`src/rtl/tmds_link_ctrl.sv`:
```
// TMDS output link bring-up/supervision: lock filtering, serializer reset sequencing,
// idle-token settle period and gating of encoder symbols onto the three channels.
module tmds_link_ctrl #(
  parameter int         RST_CYCLES    = 16,
  parameter int         SETTLE_CYCLES = 1024,
  parameter int         LOCK_FILTER   = 8,
  parameter logic [9:0] IDLE_SYMBOL   = 10'b1101010100
) (
  input  logic       clk_pix,
  input  logic       rst,
  input  logic       pll_locked,
  input  logic       restart_req,
  input  logic [9:0] enc_data_0,
  input  logic [9:0] enc_data_1,
  input  logic [9:0] enc_data_2,
  output logic [9:0] tmds_data_0,
  output logic [9:0] tmds_data_1,
  output logic [9:0] tmds_data_2,
  output logic       serdes_rst,
  output logic       link_up,
  output logic [7:0] lock_lost_cnt
);

  localparam int MAX_A   = (RST_CYCLES > SETTLE_CYCLES) ? RST_CYCLES : SETTLE_CYCLES;
  localparam int MAX_CNT = (MAX_A > LOCK_FILTER) ? MAX_A : LOCK_FILTER;
  localparam int CNT_W   = $clog2(MAX_CNT + 1);

  localparam logic [CNT_W-1:0] LOCK_TC   = CNT_W'(LOCK_FILTER - 1);
  localparam logic [CNT_W-1:0] RST_TC    = CNT_W'(RST_CYCLES - 1);
  localparam logic [CNT_W-1:0] SETTLE_TC = CNT_W'(SETTLE_CYCLES - 1);

  typedef enum logic [1:0] {
    WAIT_LOCK  = 2'd0,
    SERDES_RST = 2'd1,
    SETTLE     = 2'd2,
    ACTIVE     = 2'd3
  } state_t;

  state_t           state_reg, state_next;
  logic [CNT_W-1:0] cnt_reg, cnt_next;
  logic [7:0]       lost_reg, lost_next;
  logic             lock_meta_reg, lock_s_reg;
  logic             serdes_rst_reg, link_up_reg;
  logic [9:0]       enc_arr [3];
  logic [9:0]       tmds_reg [3];

  assign enc_arr[0] = enc_data_0;
  assign enc_arr[1] = enc_data_1;
  assign enc_arr[2] = enc_data_2;

  // pll_locked is asynchronous to clk_pix; lock_s is the only consumer-facing copy.
  always_ff @(posedge clk_pix) begin
    if (rst) begin
      lock_meta_reg <= 1'b0;
      lock_s_reg    <= 1'b0;
    end else begin
      lock_meta_reg <= pll_locked;
      lock_s_reg    <= lock_meta_reg;
    end
  end

  always_comb begin
    state_next = state_reg;
    cnt_next   = cnt_reg + CNT_W'(1);
    lost_next  = lost_reg;
    case (state_reg)
      WAIT_LOCK: begin
        if (!lock_s_reg) begin
          cnt_next = '0;
        end else if (cnt_reg == LOCK_TC) begin
          state_next = SERDES_RST;
          cnt_next   = '0;
        end
      end
      SERDES_RST: begin
        if (!lock_s_reg) begin
          state_next = WAIT_LOCK;
          cnt_next   = '0;
        end else if (cnt_reg == RST_TC) begin
          state_next = SETTLE;
          cnt_next   = '0;
        end
      end
      SETTLE, ACTIVE: begin
        if (state_reg == ACTIVE) cnt_next = '0;
        if (!lock_s_reg) begin
          state_next = WAIT_LOCK;
          cnt_next   = '0;
          if (lost_reg != 8'hFF) lost_next = lost_reg + 8'd1;
        end else if (restart_req) begin
          state_next = SERDES_RST;
          cnt_next   = '0;
        end else if (state_reg == SETTLE && cnt_reg == SETTLE_TC) begin
          state_next = ACTIVE;
          cnt_next   = '0;
        end
      end
      default: begin
        state_next = WAIT_LOCK;
        cnt_next   = '0;
      end
    endcase
  end

  // Status flags follow the next state so they change on the same edge as the FSM.
  always_ff @(posedge clk_pix) begin
    if (rst) begin
      state_reg      <= WAIT_LOCK;
      cnt_reg        <= '0;
      lost_reg       <= 8'd0;
      serdes_rst_reg <= 1'b1;
      link_up_reg    <= 1'b0;
    end else begin
      state_reg      <= state_next;
      cnt_reg        <= cnt_next;
      lost_reg       <= lost_next;
      serdes_rst_reg <= (state_next == WAIT_LOCK) || (state_next == SERDES_RST);
      link_up_reg    <= (state_next == ACTIVE);
    end
  end

  generate
    for (genvar gi = 0; gi < 3; gi++) begin : g_chan
      always_ff @(posedge clk_pix) begin
        if (rst) begin
          tmds_reg[gi] <= IDLE_SYMBOL;
        end else begin
          tmds_reg[gi] <= (state_reg == ACTIVE) ? enc_arr[gi] : IDLE_SYMBOL;
        end
      end
    end
  endgenerate

  assign tmds_data_0   = tmds_reg[0];
  assign tmds_data_1   = tmds_reg[1];
  assign tmds_data_2   = tmds_reg[2];
  assign serdes_rst    = serdes_rst_reg;
  assign link_up       = link_up_reg;
  assign lock_lost_cnt = lost_reg;

endmodule
```
`config.mk`:
```
export PLATFORM = sky130hd
export DESIGN_NAME = tmds_link_ctrl
export DESIGN_NICKNAME = d
export VERILOG_FILES = /design/src/rtl/tmds_link_ctrl.sv
export SDC_FILE = /design/constraint.sdc
export NUM_CORES = 1
export LEC_CHECK = 0
export BUFFER_PORTS_ARGS = -buffer_cell sky130_fd_sc_hd__clkbuf_2
export CELL_PAD_IN_SITES_DETAIL_PLACEMENT = 0
export CELL_PAD_IN_SITES_GLOBAL_PLACEMENT = 1
export CORE_MARGIN = 2
export CORE_UTILIZATION = 30
export CTS_CLUSTER_SIZE = 28
export DETAILED_ROUTE_END_ITERATION = 16
export GPL_ROUTABILITY_DRIVEN = 1
export GPL_TIMING_DRIVEN = 0
export PLACE_DENSITY_LB_ADDON = 0.1
export SETUP_SLACK_MARGIN = 0.5
export SYNTH_ARGS = -nofsm -noshare
export SYNTH_HDL_FRONTEND = slang
export SYNTH_SLANG_ARGS = --single-unit
export TNS_END_PERCENT = 5
```
`constraint.sdc`:
```
create_clock -name clk_pix -period 4.45 [get_ports clk_pix]
set_input_delay 0.2225 -clock clk_pix [delete_from_list [all_inputs] [get_ports clk_pix]]
set_output_delay 0.2225 -clock clk_pix [all_outputs]
set_load 0.05 [all_outputs]
```
# After elaboration in Yosys (flattened, before gate mapping)
# Memory sizes are Yosys's and may differ from the RTL's.
# Index checks and enable logic that the tools add are counted.
dict set report totals {
  regBits 25
  ram_bits 30
  input_bits 34
  out_inout_bits 40
  word_cells 55
  mem_count 1
}
dict set report op_classes {
  n_addsub 2
  n_eq_ne 9
  muxes 26
  bitwise 4
  n_reduce_logical 6
}
# memory depth word_bits rd rd_clocked_by_memory_dff write_ports line
set mem_list {}
lappend mem_list {tmds_reg 3 10 3 0 3 45} ;# logic [9:0] tmds_reg [3];
# operator n
set ops {}
lappend ops {{$mux 11} 8}
lappend ops {{$mux 10} 6}
lappend ops {{$pmux 11 s3} 1}
lappend ops {{$mux 2} 7}
lappend ops {{$add 11x1->11 const B} 1}
lappend ops {{$eq 11x10->1 const B} 1}
lappend ops {{$eq 11x3->1 const B} 1}
lappend ops {{$eq 11x4->1 const B} 1}
lappend ops {{$add 8x1->8 const B} 1}
lappend ops {{$ne 8x8->1 const B} 1}
lappend ops {{$eq 2x2->1 const B} 3}
lappend ops {{$pmux 2 s3} 1}
lappend ops {{$eq 2x1->1 const B} 2}
lappend ops {{$logic_not 2->1} 2}
lappend ops {{$mux 1} 3}
lappend ops {{$or 1x1->1} 3}
lappend ops {{$reduce_and 3->1} 1}
lappend ops {{$reduce_or 2->1} 1}
lappend ops {{$logic_and 1x1->1} 1}
lappend ops {{$logic_or 1x1->1} 1}
lappend ops {{$not 1->1} 1}

# Depth between registers and ports, before layout
# Gate-level depths: netlist (run 1).
dict set report logic_depth {
  ltp_word 8
  mapped_depth 6
  ltp_nobuf 5
}

# Least setup slack after synthesis (run 1)
# Ideal clock, no wire load.
dict set report synth_path {
  path_kind {register -> register}
  startpoint {register lost_reg[0], in the netlist lock_lost_cnt[0]}
  endpoint {register lost_reg[7], in the netlist lock_lost_cnt[7]}
  setup_time_ns 0.070
  arrival_time_ns 1.674
  t_required_ns 4.380
  setup_slack_ns 2.706
  path_stages_with_launch 5
  path_buffers 0
  synth_period_minus_slack_ns 1.744
  cell_sequence {dfxtp_1 -> nand3_1 -> or2_2 -> or4_1 -> a21oi_1}
}
dict set report synth_between {
  elab_chain_len 2
  word_cells_on_any_way 3
  cone_classes {1 x add/sub; 1 x eq/ne; 1 x reduce/logical}
}
# item line
set synth_rtl {}
lappend synth_rtl {{start, declared} 41} ;# logic [7:0] lost_reg, lost_next;
lappend synth_rtl {{start signal, assigned} 116} ;# lost_reg <= lost_next;
lappend synth_rtl {{parallel branches: the longest is 2 deep, another holds $add 8x1->8} --}
# Several ways; the timed one is not identified.
# A chain may end at the register's enable or synchronous reset.

# Worst setup path after layout (run 1)
dict set report layout_path {
  startpoint {register cnt_reg[0]}
  endpoint {register cnt_reg[10]}
}
dict set report layout_between {
  elab_chain_len 6
  word_cells_on_any_way 14
  cone_classes {1 x add/sub; 3 x eq/ne; 9 x mux; 1 x reduce/logical}
}
# item line
set layout_rtl {}
lappend layout_rtl {{start, declared} 40} ;# logic [CNT_W-1:0] cnt_reg, cnt_next;
lappend layout_rtl {{start signal, assigned} 115} ;# cnt_reg <= cnt_next;
lappend layout_rtl {{$add 11x1->11 or $eq 11x10->1 (tied branches)} {64, 93}}
lappend layout_rtl {{$mux 11 or $logic_and 1x1->1 (tied branches)} {85, 93}}
lappend layout_rtl {{$mux 11} 93} ;# end else if (state_reg == SETTLE && cnt_reg == SETTLE_TC) begin
lappend layout_rtl {{$mux 11} 90} ;# end else if (restart_req) begin
lappend layout_rtl {{$mux 11} 86} ;# if (!lock_s_reg) begin
lappend layout_rtl {{$pmux 11 s3 (*)} 66} ;# case (state_reg)
# Every way passes the cells marked *; elsewhere a longest branch is shown, timed or not.

==> results of run 1 <==
-- cell families (layout without fill, tap and decap cells) --
group | count (synthesis) | count (layout) | synth area share [%]
AOI/OAI and AO/OA | 21 | 21 | 7.01
and+or+nand+nor | 89 | 89 | 26.9
DFF | 55 | 55 | 56.6
muxes | 2 | 2 | 1.03
buffers and inverters | 9 | 89 | 2.70
adders and majority gates | 2 | 2 | 1.29
xor gates and xnor gates | 10 | 10 | 4.50
-- path summary, 6_finish.rpt --
check / startpoint / cells past startpoint / to / slack [ns]
max: cnt_reg[0]$_SDFF_PP0_ / 6 / cnt_reg[10]$_SDFF_PP0_ / 2.63
min: enc_data_1[2] / 2 / tmds_reg[1][2]$_SDFF_PP1_ / 0.08
min reg2reg: cnt_reg[0]$_SDFF_PP0_ / 1 / cnt_reg[0]$_SDFF_PP0_ / 0.45
max reg2reg: cnt_reg[0]$_SDFF_PP0_ / 6 / cnt_reg[10]$_SDFF_PP0_ / 2.63
-- power by group through the flow --
stage          Clock (mW)  Sequential (mW)  Combinational [mW]
2_1_floorplan           0            0.505             0.00715
3_3_place_gp            0            0.505              0.0223
3_5_place_dp            0            0.505              0.0222
4_1_cts             0.302            0.494              0.0223
5_1_grt             0.319            0.494              0.0252
6_report            0.287            0.494              0.0217
-- cell type report --
cell class	instances	area (sq um)	share of cell area, %
flip-flops and latches	55	1100	44.1
clock buffers	5	68.8	2.76
multi-input cells	124	793	31.8
clock inverters	3	23.8	0.952
plain buffers	7	45.0	1.80
repair buffers	72	360	14.4
well taps	77	96.3	3.86
inverters	2	7.51	0.301
-- cell usage in the layout (no fill, tap or decap), drive strengths merged, types with 2 or more instances in the layout --
cell type,n
inv,3
and2,17
nand4,3
xor2,5
and4b,2
o21ai,4
a21oi,7
xnor2,5
a31oi,4
dfxtp,55
or3,17
and3,3
mux2i,2
o31ai,2
nand3,4
nor3b,2
nor2,16
or4,2
nor3,2
nor2b,3
ha,2
nand2,9
and3b,2
clkbuf,81
buf,3
and4,2
-- metal layers --
metal	track usage, %	wire length [microns]	part of all wire, %	vias to the layer above
met5	0	0	0	-
met4	4.76	68	1.6	0
met3	4.42	265	6.3	7
met2	20.2	2020	48	39
met1	14.4	1880	44	697
li1	-	-	-	810
-- metrics by stage --
step	power (mW)	util, %
global route	0.838	39.5
detailed placement	0.527	38.1
finish	0.802	39.5
global placement	0.527	38.1
CTS	0.818	39.5
floorplan	0.512	-
==> run_results.csv, run 1 <==
group,metric,value,unit
outcome,outcome,"finished clean",
placement,hpwlAfterDp,3.17,mm
floorplanning,floorplan.io_pins,74,
synthesis,synth_area_leader_cell,"sky130_fd_sc_hd__dfxtp_1",
final_layout,num-fill-cells,689,
route,drt_iter0_markers,18,
worst_setup_path,critPathKind,"flop to flop",
route,via_count,1553,
power,total_switching_power,0.182,mW
timing,total_count_of_max_transition_violations_in_the_final_report,0,
power,power_density,321,mW/mm^2
synthesis,postSynthRegisterBits,55,
worst_setup_path,critPathLaunchType,"flop",
final_layout,largest_register_ff_count,30,
power,vdd_ir_drop_max,0.000131,V
synthesis,syn-cell-area,0.00195,sq mm
min_path,timing.hold.worst.class,"primary input to flop",
clock_tree,tritoncts,"yes",
route,first_pass_iters,4,
final_layout,number_of_antenna_repair_diodes,0,
global_route,antenna_found_initial,0,
clock_tree,cts_hold_buf,0,
floorplanning,floorplan.die_area,0.00715,sq mm
worst_setup_path,critPathTopFamily,"simple AND/OR/NAND/NOR gates",
synthesis,yosys_warning_count,0,
global_route,gr-total-overflow,0,
clock_tree,post_cts_buffers,0,
worst_setup_path,critical_path.cell_chain,"ha_1, nand2_1, or4_4, a31oi_2, buf_6, a21oi_1",
route,drt.antenna.violating_nets,0,
final_layout,nNetsFinal,303,
placement,port_buffers,72,
route,drc,0,
job,cap_violations,0,
synthesis,synth-seq-area-share,56.6,%
clock_tree,cts.reportedPaths.clkPinSlew,0.10,ns
worst_setup_path,total_buffers_and_inverters_traversed_by_the_critical_path,1,
worst_setup_path,critical_path.slowest_cell,"sky130_fd_sc_hd__or4_4",
synthesis,synthMostInstantiatedCell,"sky130_fd_sc_hd__dfxtp_1",
timing,grt_setup_unrepaired,"false",
clock_tree,maximum_clock_insertion_buffer_count,2,
route,via_per_inst,4.50,
global_route,overall_routing_resource_usage,12.2,%
synthesis,avgSynthCellArea,10.4,sq um
final_layout,layout-drive-gt1-share,34.3,%
power,share_comb_of_total_power,2.7,%
synthesis,synth_top_flop_cell,"sky130_fd_sc_hd__dfxtp_1",
power,p_int,0.620,mW
timing,setup_viol,0,
final_layout,post_layout_instance_count_excluding_filler_cells,345,
synthesis,synth.area.top_cells,"sky130_fd_sc_hd__dfxtp_1 (57%), sky130_fd_sc_hd__and2_1 (5.5%), sky130_fd_sc_hd__or3_1 (5.5%), sky130_fd_sc_hd__nor2_1 (3.1%), sky130_fd_sc_hd__xnor2_1 (2.2%)",
timing,min_period,1.82,ns
placement,gp_congestion,0.707,
floorplanning,rows,29,
power,leakage,1.06,nW
clock_tree,numClockSinks,55,
timing,finalWorstSetupSlack,2.63,ns
synthesis,syn-instance-count,188,
synthesis,count_of_flip_flops_with_a_built_in_enable_after_synthesis,0,
global_route,global_route_wire_length_before_repair,6.93,mm
placement,placement.setup.worst_slack,2.63,ns
synthesis,synth_nets,224,
clock_tree,cts_made_buffers,5,
timing,final.setup_skew,0.00662,ns
clock_tree,cts_resized,0,
floorplanning,die_w,84.6,microns
placement,dpl.cell_count,337,
floorplanning,area_of_the_placeable_core,0.00631,sq mm
timing,final_cycle_utilization_of_the_critical_path,40.8,%
final_layout,syn2layout_area_growth,28.2,%
global_route,grt_start_max_net_pins,19,
floorplanning,initial_utilization,30.8,%
timing,worst-slew-pin-transition,0.507,ns
synthesis,synth_commonest_cells,"sky130_fd_sc_hd__dfxtp_1 (55), sky130_fd_sc_hd__and2_1 (17), sky130_fd_sc_hd__or3_1 (17)",
route,totalWireLength,4.24,mm
route,wl_per_cell,12.3,microns
clock_tree,clockRootBuffer,"sky130_fd_sc_hd__clkbuf_8",
timing,fin_worst_hold_slack,0.0796,ns
clock_tree,clock_latency_on_the_worst_skew_pair,0.31,ns
timing,fin_setup_tns,0,ns
synthesis,synth_top_area_share,56.6,%
power,share_seq_of_total_power,61.6,%
worst_setup_path,timing.critical_path.to_type,"flop",
clock_tree,ctsHtreeMaxLevel,2,
timing,final-hold-violation-count,0,
final_layout,stdcell_area,0.00250,sq mm
worst_setup_path,cp_max_fo,10,
synthesis,postSynth.asyncResetShare,0,%
worst_setup_path,worst_ep_arrival_time,2.02,ns
worst_setup_path,worstPathRequired,4.65,ns
global_route,first_global_vias,1434,
floorplanning,die_height,84.6,microns
power,switching_share,22.7,%
power,share_clk_of_total_power,35.7,%
timing,maxSlewHeadroom,66.2,%
synthesis,synth_cell_types,40,
worst_setup_path,max_stage_delay,0.53,ns
placement,post_dp_cell_area,0.00240,sq mm
timing,max_freq,0.551,GHz
(Power assumes the default switching activity.)
==> inputs of run 2 (changes only) <==
ABC_AREA = 1   (was unset)
clock period = 1.9 ns   (was 4.45 ns; I/O delays follow)
==> run_results.csv, run 2 <==
group,metric,value,unit
route,drt.antenna.violating_nets,0,
final_layout,layout-drive-gt1-share,37.2,%
timing,maxSlewHeadroom,63.9,%
placement,port_buffers,72,
worst_setup_path,critical_path.reg2reg.startpoint,"cnt_reg[1]$_SDFF_PP0_",
job,cap_violations,0,
synthesis,synth_area_leader_cell,"sky130_fd_sc_hd__dfxtp_1",
synthesis,syn-cell-area,0.00213,sq mm
floorplanning,area_of_the_placeable_core,0.00683,sq mm
worst_setup_path,max_stage_delay,0.37,ns
final_layout,syn2layout_area_growth,52.1,%
synthesis,synth_cell_types,22,
synthesis,count_of_flip_flops_with_a_built_in_enable_after_synthesis,0,
route,drt_iter0_markers,45,
timing,finalWorstSetupSlack,0.541,ns
final_layout,most-common-layout-cells,"sky130_fd_sc_hd__clkbuf_2 (73), sky130_fd_sc_hd__inv_1 (51), sky130_fd_sc_hd__nand2_1 (46)",
synthesis,postSynth.asyncResetShare,0,%
power,leakage,1.61,nW
final_layout,number_of_antenna_repair_diodes,0,
floorplanning,floorplan.io_pins,74,
timing,setup_viol,0,
floorplanning,floorplan.die_area,0.00778,sq mm
synthesis,synthMostInstantiatedCell,"sky130_fd_sc_hd__dfxtp_1",
synthesis,synth_top_area_share,51.8,%
worst_setup_path,critical_path.cell_chain,"ha_4, nand2_4, inv_4, nand2_4, nor2_4, nand2_2, nand2_2, nand3_4, buf_6, nand2_1, inv_1",
synthesis,postSynthRegisterBits,55,
synthesis,synth-seq-area-share,51.8,%
floorplanning,rows,30,
clock_tree,numClockSinks,55,
clock_tree,clock_latency_on_the_worst_skew_pair,0.32,ns
global_route,antenna_found_initial,0,
synthesis,synth_commonest_cells,"sky130_fd_sc_hd__dfxtp_1 (55), sky130_fd_sc_hd__nand2_1 (53), sky130_fd_sc_hd__inv_1 (51)",
timing,final-hold-violation-count,0,
timing,fin_setup_tns,0,ns
power,power_density,613,mW/mm^2
global_route,overall_routing_resource_usage,13.9,%
floorplanning,initial_utilization,31.1,%
global_route,grt_start_max_net_pins,21,
synthesis,synth.area.top_cells,"sky130_fd_sc_hd__dfxtp_1 (52%), sky130_fd_sc_hd__nand2_1 (9.4%), sky130_fd_sc_hd__inv_1 (9.0%), sky130_fd_sc_hd__nor2_1 (7.8%), sky130_fd_sc_hd__or2_2 (4.7%)",
synthesis,synth_top_flop_cell,"sky130_fd_sc_hd__dfxtp_1",
worst_setup_path,critPathKind,"flop to flop",
outcome,outcome,"finished clean",
worst_setup_path,r2r_slack,0.54,ns
global_route,first_global_vias,1935,
timing,final_cycle_utilization_of_the_critical_path,71.5,%
clock_tree,cts_made_buffers,5,
clock_tree,maximum_clock_insertion_buffer_count,2,
worst_setup_path,worst_ep_arrival_time,1.58,ns
timing,min_period,1.36,ns
timing,max_freq,0.736,GHz
final_layout,final_common_cell,"sky130_fd_sc_hd__clkbuf_2",
floorplanning,die_w,88.2,microns
power,vdd_ir_drop_max,0.000389,V
min_path,holdPathStages,2,
timing,grt_setup_unrepaired,"true",
synthesis,syn-instance-count,280,
timing,total_count_of_max_transition_violations_in_the_final_report,0,
clock_tree,ctsHtreeMaxLevel,2,
final_layout,footprint_of_the_flip_flops_and_latches,0.00112,sq mm
clock_tree,cts.reportedPaths.clkPinSlew,0.11,ns
global_route,global_route_wire_length_before_repair,8.47,mm
route,totalWireLength,4.90,mm
worst_setup_path,critical_path.slowest_cell,"sky130_fd_sc_hd__dfxtp_2",
global_route,gr-total-overflow,0,
synthesis,synth_nets,316,
worst_setup_path,worst_r2r_endpoint,"cnt_reg[3]$_SDFF_PP0_",
final_layout,multiInputGateArea,877,sq um
synthesis,yosys_warning_count,0,
min_path,holdCritStartpoint,"rst",
worst_setup_path,r2r.worst_path.cells,11,
worst_setup_path,cp_max_fo,5,
min_path,hold_end,"state_reg[1]$_SDFF_PP0_",
clock_tree,tritoncts,"yes",
floorplanning,die_height,88.2,microns
worst_setup_path,critPathLaunchType,"flop",
clock_tree,clockRootBuffer,"sky130_fd_sc_hd__clkbuf_8",
worst_setup_path,timing.critical_path.to_type,"flop",
final_layout,num-fill-cells,701,
min_path,timing.hold.worst.class,"primary input to flop",
final_layout,nNetsFinal,436,
placement,hpwlAfterDp,3.28,mm
placement,placement.setup.worst_slack,0.412,ns
timing,fin_worst_hold_slack,0.109,ns
timing,final.setup_skew,0.00771,ns
worst_setup_path,worstPathRequired,2.13,ns
timing,worst-slew-pin-transition,0.542,ns
final_layout,largest_register_ff_count,30,
placement,gp_congestion,0.709,
route,first_pass_iters,6,
synthesis,avgSynthCellArea,7.59,sq um
route,wl_per_cell,9.86,microns
route,via_per_inst,3.99,
route,via_count,1985,
route,drc,0,
run 2: changes by cell type in the layout (fill, tap and decap cells not counted), sizes merged, moves of 17 or more:
cell	change
or3	-17
and2	-17
dlygate4sd3	+31
nor2	+30
nand2	+50
inv	+53
run 2: repair_timing:
| item | CTS | global route |
|---|---|---|
| cloned | 1 | 0 |
| endpoints found under the hold margin | 31 | 0 |
| setup buffers | 4 | 5 |
| hold buffers | 31 | 0 |
| pin swaps | 4 | 7 |
| gates resized for setup | 10 | 21 |
| setup endpoints to repair | 21 | 39 |
run 2: cell families after synthesis:
logic type | after synthesis | share of synthesized area, %
simple gates | 136 | 28.4
buf+inv | 60 | 11.1
flops | 55 | 51.8
compound gates | 21 | 5.12
xor+xnor | 6 | 2.47
fa+ha+maj | 2 | 1.18
run 2: critical path: cells and delay by family, from the launching register on:
family,cells,cell delay (ns)
and+or+nand+nor,7,0.50
adders and majority gates,1,0.15
buffers and inverters,3,0.24
DFF,1,0.37
run 2: final cells by class:
| cell class | instances | share of cell area [%] |
|---|---|---|
| Timing Repair Buffer | 113 | 23.9 |
| Buffer | 6 | 1.04 |
| Clock inverter | 3 | 1.04 |
| Sequential cell | 55 | 34.7 |
| Inverter | 54 | 6.34 |
| Clock buffer | 5 | 2.13 |
| Multi-Input combinational cell | 165 | 27.1 |
| Tap cell | 96 | 3.71 |
run 2: how the worst max path moves through the flow:
stage,startpoint,to,slack (ns),cells past startpoint
after floorplan,lock_lost_cnt[0]$_SDFFE_PP0P_,lock_lost_cnt[5]$_SDFFE_PP0P_,0.51,8
after global routing,cnt_reg[1]$_SDFF_PP0_,cnt_reg[4]$_SDFF_PP0_,0.43,11
final,cnt_reg[1]$_SDFF_PP0_,cnt_reg[3]$_SDFF_PP0_,0.54,11
after detailed placement,cnt_reg[0]$_SDFF_PP0_,cnt_reg[3]$_SDFF_PP0_,0.41,11
after global placement,cnt_reg[0]$_SDFF_PP0_,cnt_reg[0]$_SDFF_PP0_,0.42,11
after CTS,cnt_reg[0]$_SDFF_PP0_,cnt_reg[10]$_SDFF_PP0_,0.48,11
run 2: power breakdown:
part | internal (mW) | total [mW] | switching [mW]
combinational | 0.0777 | 0.120 | 0.0420
clock | 0.281 | 0.710 | 0.429
sequential | 1.15 | 1.15 | 0.00147
total | 1.51 | 1.98 | 0.473
run 2: per-stage QoR:
step | utilization [%] | power, mW | area [sq um] | cells
after floorplan | - | 1.20 | 2150 | 280
after global placement | 38.5 | 1.24 | 2630 | 448
after detailed placement | 38.5 | 1.24 | 2630 | 448
after CTS | 45.8 | 2.02 | 3130 | 492
after global routing | 47.3 | 2.09 | 3230 | 497
final | 47.3 | 1.98 | 3230 | 497
run 2: layer usage:
| layer | routed length (microns) | global-route usage [%] |
|---|---|---|
| met3 | 365 | 5.18 |
| met5 | 0 | 0 |
| met2 | 2290 | 22.0 |
| met1 | 2170 | 17.0 |
| met4 | 77 | 5.65 |
